### src/rtl/sevseg_pkg.sv
// Shared constants for the hex seven-segment scanner: digit count,
// all-off anode/segment patterns and the active-low hex glyph table.
package sevseg_pkg;

  localparam int NUM_DIGITS = 4;

  localparam logic [3:0] ANODE_OFF = 4'b1111;
  localparam logic [6:0] SEG_OFF   = 7'b1111111;

  // Active-low {g,f,e,d,c,b,a}; entry [n] is the glyph for nibble n.
  localparam logic [15:0][6:0] GLYPH_TABLE = {
    7'b0001110,  // F
    7'b0000110,  // E
    7'b0100001,  // d
    7'b1000110,  // C
    7'b0000011,  // b
    7'b0001000,  // A
    7'b0010000,  // 9
    7'b0000000,  // 8
    7'b1111000,  // 7
    7'b0000010,  // 6
    7'b0010010,  // 5
    7'b0011001,  // 4
    7'b0110000,  // 3
    7'b0100100,  // 2
    7'b1111001,  // 1
    7'b1000000   // 0
  };

endpackage

### src/rtl/hex_to_sevseg.sv
// Combinational nibble-to-glyph decoder (active-low segments).
module hex_to_sevseg (
  input  logic [3:0] nibble,
  output logic [6:0] seg
);
  import sevseg_pkg::*;

  assign seg = GLYPH_TABLE[nibble];

endmodule

### src/rtl/fpga_hex_display.sv
// Four-digit multiplexed hex display with tear-free frame-boundary updates.
// Optional feature: define SEVSEG_LEADING_BLANK_EN to blank leading zero digits.
module fpga_hex_display #(
  parameter int REFRESH_DIV = 50000,
  parameter int NUM_DIGITS  = sevseg_pkg::NUM_DIGITS
) (
  input  logic        CLK,
  input  logic        reset,
  input  logic [15:0] FPGAOut,
  input  logic        Load,
  output logic [3:0]  Anode,
  output logic [6:0]  Seg,
  output logic        Dp,
  output logic        Pending
);
  import sevseg_pkg::*;

  localparam int CNT_W = $clog2(REFRESH_DIV);
  localparam int IDX_W = $clog2(NUM_DIGITS);
  localparam logic [CNT_W-1:0] CNT_LAST = CNT_W'(REFRESH_DIV - 1);
  localparam logic [IDX_W-1:0] IDX_LAST = IDX_W'(NUM_DIGITS - 1);

  logic [CNT_W-1:0] count_r;
  logic [IDX_W-1:0] index_r;
  logic [15:0]      shadow_r;
  logic [15:0]      display_r;
  logic             pending_r;
  logic [3:0]       anode_r;
  logic [6:0]       seg_r;
  logic             dp_r;

  logic             tick_s;
  logic             boundary_s;
  logic [3:0]       nibble_s;
  logic [6:0]       glyph_s;
  logic             lit_s;
  logic [3:0]       anode_s;
  logic [6:0]       seg_s;

  assign tick_s     = (count_r == CNT_LAST);
  assign boundary_s = tick_s && (index_r == IDX_LAST);

  // Prescaler: count 0..REFRESH_DIV-1, wrap on tick.
  always_ff @(posedge CLK or posedge reset) begin
    if (reset) begin
      count_r <= '0;
    end else if (tick_s) begin
      count_r <= '0;
    end else begin
      count_r <= count_r + CNT_W'(1);
    end
  end

  // Digit index advances once per tick, wrapping after the last digit.
  always_ff @(posedge CLK or posedge reset) begin
    if (reset) begin
      index_r <= '0;
    end else if (tick_s) begin
      if (index_r == IDX_LAST) begin
        index_r <= '0;
      end else begin
        index_r <= index_r + IDX_W'(1);
      end
    end else begin
      index_r <= index_r;
    end
  end

  // Shadow/display capture: display only changes on a frame boundary, so a
  // frame is never drawn from two different words.
  always_ff @(posedge CLK or posedge reset) begin
    if (reset) begin
      shadow_r  <= 16'h0000;
      display_r <= 16'h0000;
      pending_r <= 1'b0;
    end else if (Load && boundary_s) begin
      shadow_r  <= FPGAOut;
      display_r <= FPGAOut;
      pending_r <= 1'b0;
    end else if (Load) begin
      shadow_r  <= FPGAOut;
      pending_r <= 1'b1;
    end else if (boundary_s && pending_r) begin
      display_r <= shadow_r;
      pending_r <= 1'b0;
    end else begin
      pending_r <= pending_r;
    end
  end

  // Select the nibble belonging to the digit currently being scanned.
  always_comb begin
    nibble_s = display_r[3:0];
    case (index_r)
      2'd0:    nibble_s = display_r[3:0];
      2'd1:    nibble_s = display_r[7:4];
      2'd2:    nibble_s = display_r[11:8];
      2'd3:    nibble_s = display_r[15:12];
      default: nibble_s = display_r[3:0];
    endcase
  end

  hex_to_sevseg u_decode (
    .nibble (nibble_s),
    .seg    (glyph_s)
  );

`ifdef SEVSEG_LEADING_BLANK_EN
  logic [1:0] msd_s;

  // Locate the most significant non-zero nibble; a zero word keeps digit 0.
  always_comb begin
    msd_s = 2'd0;
    if (display_r[15:12] != 4'd0) begin
      msd_s = 2'd3;
    end else if (display_r[11:8] != 4'd0) begin
      msd_s = 2'd2;
    end else if (display_r[7:4] != 4'd0) begin
      msd_s = 2'd1;
    end else begin
      msd_s = 2'd0;
    end
  end

  assign lit_s = (index_r <= msd_s);
`else
  assign lit_s = 1'b1;
`endif

  // Next anode/segment pattern; a tick blanks everything for one cycle so the
  // old glyph never ghosts onto the newly selected digit.
  always_comb begin
    anode_s = ANODE_OFF;
    seg_s   = SEG_OFF;
    if (tick_s) begin
      anode_s = ANODE_OFF;
      seg_s   = SEG_OFF;
    end else if (lit_s) begin
      anode_s = ~(4'b0001 << index_r);
      seg_s   = glyph_s;
    end else begin
      anode_s = ANODE_OFF;
      seg_s   = SEG_OFF;
    end
  end

  // Registered pin drivers.
  always_ff @(posedge CLK or posedge reset) begin
    if (reset) begin
      anode_r <= ANODE_OFF;
      seg_r   <= SEG_OFF;
      dp_r    <= 1'b1;
    end else begin
      anode_r <= anode_s;
      seg_r   <= seg_s;
      dp_r    <= 1'b1;
    end
  end

  assign Anode   = anode_r;
  assign Seg     = seg_r;
  assign Dp      = dp_r;
  assign Pending = pending_r;

endmodule
### config.mk
export PLATFORM = sky130hd
export DESIGN_NAME = fpga_hex_display
export DESIGN_NICKNAME = d
export VERILOG_FILES = /design/src/rtl/sevseg_pkg.sv /design/src/rtl/hex_to_sevseg.sv /design/src/rtl/fpga_hex_display.sv
export SDC_FILE = /design/constraint.sdc
export NUM_CORES = 1
export LEC_CHECK = 0
export CORE_AREA = 5 5 57 109
export DETAILED_ROUTE_END_ITERATION = 10
export DIE_AREA = 0 0 62 114
export HOLD_SLACK_MARGIN = 0.03
export PLACE_DENSITY = 0.91
export SETUP_SLACK_MARGIN = 0.5
export SYNTH_ARGS = -nofsm -noshare
export SYNTH_HDL_FRONTEND = slang
export SYNTH_HIERARCHICAL = 1
export SYNTH_SLANG_ARGS = --single-unit
### constraint.sdc
create_clock -name CLK -period 5.45 [get_ports CLK]
set_input_delay 1.09 -clock CLK [delete_from_list [all_inputs] [get_ports CLK]]
set_output_delay 1.09 -clock CLK [all_outputs]
set_load 0.005 [all_outputs]
Word level (Yosys, flattened, before mapping)
Memory sizes are Yosys's and may differ from the RTL's.
Cells that the tools add are included.
Word-level totals
  word-level logic and storage cells: 40
  ROM bits: 112
  memories: 1
  memory bits (writable): 0
  flip-flop bits (word level): 62
  latch bits: 0
  input port bits: 19
Cells by class
  magnitude comparators: 1
  reduce and logical (&&, ||, !) cells: 8
  divide/modulo/power cells: 0
  multipliers: 0
  bitwise logic cells: 1
  shift-type cells: 1
  eq/ne operators: 5
  mux-type cells: 14
  add/subtract/negate cells: 2
Memory list
  (name not given): words 16, width 7, rd ports 1, clocked after Yosys merged registers in 0, wr ports 0, RTL line hex_to_sevseg.sv:8  | assign seg = GLYPH_TABLE[nibble];
Operators by type and width (count)
  $mux 16: 6
  $add 16x1->16 const B: 1
  $eq 16x16->1 const B: 1
  $pmux 4 s4: 1
  $mux 7: 2
  $lt 4x5->1 const B: 1
  $eq 2x2->1 const B: 2
  $mux 4: 1
  $not 4->4: 1
  $reduce_bool 2->1: 2
  $shl 1x2->4 const A: 1
  $logic_and 1x1->1: 3
  $mux 1: 3
  $reduce_bool 3->1: 1
  $add 2x1->2 const B: 1
  $eq 2x1->1 const B: 1
  $logic_not 2->1: 1
  $mux 2: 1
  $ne 2x1->1 const B: 1
  $reduce_and 2->1: 1

Depth between registers and ports, before layout
  word-level depth: 6
  depth in mapped cells: 10
  depth with buffers taken out: 10

Modules after synthesis
Netlist, hierarchy kept.
By module, submodules not included
  fpga_hex_display: cells an instance 219, seq. area each 1565.3 um^2, times used 1, area an instance 2793.9 um^2
  hex_to_sevseg: cells an instance 32, seq. area each 0.0 um^2, times used 1, area an instance 275.3 um^2

Worst setup path after synthesis
No wires, ideal clock.
  path kind: flip-flop to flip-flop
  start point: reg index_r[0]
  end point: reg seg_r[3], in the netlist Seg[3]
  data arrival time: 2380 ps
  slack: 2983 ps
  setup time: 87 ps
  stages on the path, launching flop included: 10
  data required time: 5363 ps
  cells stage by stage: dfrtp_1 > inv_1 > ha_1 > buf_1 > mux2i_1 > inv_1 > ha_1 > inv_1 > mux4_1 > nand2b_1
Between the ends
  cells in the longest elaborated chain, start to end: 5
  elaborated cells on any way between the ends: 8
Ends and longest elaborated chain
  start: declaration: RTL line fpga_hex_display.sv:24  | logic [IDX_W-1:0] index_r;
  start signal: assignment: RTL line fpga_hex_display.sv:62  | index_r <= index_r + IDX_W'(1);
  start signal: assignment: RTL line fpga_hex_display.sv:65  | index_r <= index_r;
  $eq 2x2->1, or another cell as far along: RTL line fpga_hex_display.sv:94  | case (index_r)
  $pmux 4 s4 (*): RTL line fpga_hex_display.sv:94
  named net nibble_s[0]: RTL line fpga_hex_display.sv:34  | logic [3:0] nibble_s;
  $mem_v2 16x7 (*)
  $mux 7 (implied by the code) (*): RTL line hex_to_sevseg.sv:8
  named net glyph_s[3]: RTL line fpga_hex_display.sv:35  | logic [6:0] glyph_s;
  $mux 7 (*): RTL line fpga_hex_display.sv:135  | if (tick_s) begin
  named net seg_s[3]: RTL line fpga_hex_display.sv:38  | logic [6:0] seg_s;
  end signal: assignment: RTL line fpga_hex_display.sv:155  | seg_r <= seg_s;
  end: declaration: RTL line fpga_hex_display.sv:29  | logic [6:0] seg_r;
Mark *: on every way through the listed nets, which the timed path passes. The rest lies on a longest branch. The select of a mux whose other input is x is not followed.
A chain may end at the register's enable or synchronous reset.

Worst setup path after layout
  start point: in Load
  end point: reg display_r[4]
Between the ends
  cells in the longest elaborated chain, start to end: 3
  elaborated cells on any way between the ends: 5
Ends and longest elaborated chain
  start: declaration: RTL line fpga_hex_display.sv:10  | input logic Load,
  $logic_and 1x1->1: RTL line fpga_hex_display.sv:76  | end else if (Load && boundary_s) begin
  $ne 2x1->1 (no line) or $reduce_bool 2->1 (tied branches)
  $reduce_and 2->1 (no line)
  end signal: assignment: RTL line fpga_hex_display.sv:78  | display_r <= FPGAOut;
  end signal: assignment: RTL line fpga_hex_display.sv:84  | display_r <= shadow_r;
  end: declaration: RTL line fpga_hex_display.sv:26  | logic [15:0] display_r;
Several ways; a longest one is shown, not always the timed one.

==> key figures <==
Run status
  • Status: finished, final reports clean

Setup path
  • Req. time, crit path: between 5 and 6 ns
  • Crit path launch type: input port
  • Reg2Reg Setup Slack: approximately 2.7 ns
  • Crit path DAT: approximately 3.3 ns
  • Crit Path Max Fanout: 29
  • Setup crit end kind: flop
  • Worst Setup Path Type: input port to flop

STA
  • Final Setup Violations: 0
  • RSZ-0062 raised after global routing: no
  • Final WS setup: ~2.4 ns
  • Fin Clk Skew: ~0.0065 ns
  • Fin. max-slew vios: 0
  • Hold_ws: 0.496 ns
  • Endpoints failing hold: 0
  • Worst-margin pin slew: about 1.1 ns
  • Min Tclk post-route: 3.07 ns
  • Setup_tns: 0 ns
  • Max frequency: about 330 MHz
  • Max-slew headroom: 0.229
  • Final period utilization: 0.563

CTS
  • H-tree level count: 3
  • Cts bufs inserted: 9
  • Clock sinks: 62
  • Max clock buf depth: 2
  • Worst skew pair latency: between 0.3 and 0.4 ns
  • CTS Hold Bufs: 0
  • CTS tree: built
  • Clk root buf: clkbuf_8
  • # resized after CTS: 0
  • Clock transition at the registers of the reported paths: 0.06 ns
  • Post-CTS setup buffer count: 0

Final layout
  • Antenna fix cells: 0
  • Final net count: 315
  • Final cell count without fillers: about 350
  • Design Area, Final: between 3000 and 4000 um2
  • Fill cells: 377
  • Layout cells sized above 1: 0.222
  • Register area: 1570 um2
  • Final core occ: 0.678
  • Area growth, synth to finish: 17.6%
  • Commonest non-fill, non-tap cells in the layout: dfrtp_1, clkdlybuf4s50_1, mux2_2, inv_1, nor2_1
  • Multi-input gate area: 1360 um2
  • Commonest non-fill, non-tap cell in the layout: dfrtp_1

Route
  • Final antenna-violating net count: 0
  • Routed WL: 5830 um
  • DR vias/cell: about 6
  • Via Count: 2040
  • Drt pass-1 iters: 5
  • Routed len/inst: between 15 and 20 um
  • Initial drt markers: 67
  • DRC: 0

Logic synthesis
  • Primary FF master, synth: dfrtp_1
  • #FFs+latches synth: 62
  • FFs w/ async S/R, synth: 1.00
  • Cell count after synthesis: about 250
  • Post-synth net total: around 280
  • Post-synthesis cell type count: 45
  • Cell Area, Synth: around 3100 um2
  • Mean post-synth cell area: between 10 and 15 um2
  • Sequential share of the synthesized area: 0.510
  • YS warnings: 6
  • Post-synth EDFFs: 0

Placement
  • Inst Count DP: ~330
  • Final RePlAce weighted congestion: between 0.8 and 0.9
  • Placed inst area: 3370 um2
  • Detail Placement HPWL: 3760 um
  • Port buffer count: 30
  • Worst slack, placed: 2.01 ns

Pwr
  • Pwr dens: 288 nW/um2
  • Overall Power: just over 1 mW
  • Lkg Pwr: around 1.6 nW
  • VDD IR max: 307 uV

Floorplanning
  • Die area: between 7000 and 8000 um2
  • Die extent in x: approximately 62 um
  • Rows: 38
  • Ports: 32
  • Initial Utilization: 0.576
  • Core Region: between 5000 and 6000 um2
  • Die height: between 100 and 150 um

Worst hold path
  • Hold Path Class: flop to flop

Global route
  • Largest net degree at the start of global routing: 63
  • First-pass GRT wire length: approximately 10000 um
  • Overflow after GRT: 0
  • Initial antenna violation count: 0
  • Total track usage: 0.190
  • Via count of the first global-routing pass: 2173

Run
  • Max Cap Violations: 0
-- final timing paths --
path,cells past startpoint,startpoint,end
max in group asynchronous,3,reset,count_r[6]
setup / recovery,4,Load,display_r[4]
min in group asynchronous,3,reset,count_r[0]
setup reg to reg,8,index_r[0],Seg[3]
hold / removal,1,shadow_r[8],shadow_r[8]
hold reg to reg,1,shadow_r[8],shadow_r[8]
-- cell usage after synthesis, types with 2 or more instances --
cell type | n | area share
a21oi_1 | 7 | 0.011
a222oi_1 | 4 | 0.013
a22o_1 | 2 | 0.0057
and4_1 | 2 | 0.0057
buf_4 | 4 | 0.0098
clkbuf_1 | 2 | 0.0024
dfrtp_1 | 51 | 0.42
dfstp_2 | 11 | 0.094
ha_1 | 13 | 0.053
inv_1 | 18 | 0.022
mux2_2 | 23 | 0.084
mux2_4 | 4 | 0.020
mux2i_1 | 8 | 0.026
nand2_1 | 12 | 0.015
nand2b_1 | 7 | 0.014
nand3_1 | 4 | 0.0065
nand4_1 | 7 | 0.014
nor2_1 | 16 | 0.020
nor3_1 | 3 | 0.0049
nor3b_1 | 6 | 0.015
nor4_1 | 3 | 0.0061
nor4b_4 | 2 | 0.015
o21ai_0 | 4 | 0.0065
o22a_1 | 3 | 0.0086
o22a_2 | 3 | 0.0098
or3_1 | 2 | 0.0041
xnor2_1 | 5 | 0.014
xor2_1 | 8 | 0.023
-- kinds of logic (layout without fill, tap and decap cells) --
family	count (synthesis)	count (layout)	synth area share
other	1	1	0.00122
AND/OR/NAND/NOR	73	73	0.152
flip-flops	62	62	0.510
adder cells (fa/ha/maj)	13	13	0.0530
buffers and inverters	28	65	0.0473
XOR/XNOR	13	13	0.0371
multiplexers	36	36	0.139
AO/OA/AOI/OAI	25	25	0.0607
-- worst max-delay path, stage by stage --
cell	delay, ns
clkdlybuf4s50_1	1.18
nor2_1	0.29
nor2_8	0.34
mux2_2	0.37
-- final cells by class --
class | count | area share
sequential | 62 | 0.434
multi-input combinational | 161 | 0.377
timing repair buffer | 31 | 0.0853
clock buffer | 13 | 0.0468
tap | 60 | 0.0208
inverter | 18 | 0.0187
clock inverter | 3 | 0.0180
-- layer usage --
metal,up-vias,global-route usage,wire [um]
met3,11,0.0498,344
met1,1020,0.238,2290
met4,0,0.101,113
met2,70,0.292,3090
li1,939,-,-
met5,-,0,0
-- state kept, by name (all words and copies together), names as in the netlist --
name       flops
Seg            7
index_r        2
display_r     16
shadow_r      16
Pending        1
Anode          4
count_r       16
-- where the power goes --
part | leakage [nW] | internal, mW | switching [mW]
sequential | 0.756 | 0.484 | 0.00863
clock | 0.120 | 0.294 | 0.174
combinational | 0.731 | 0.0443 | 0.0340
Note: power is estimated with default switching activity, not from simulation.
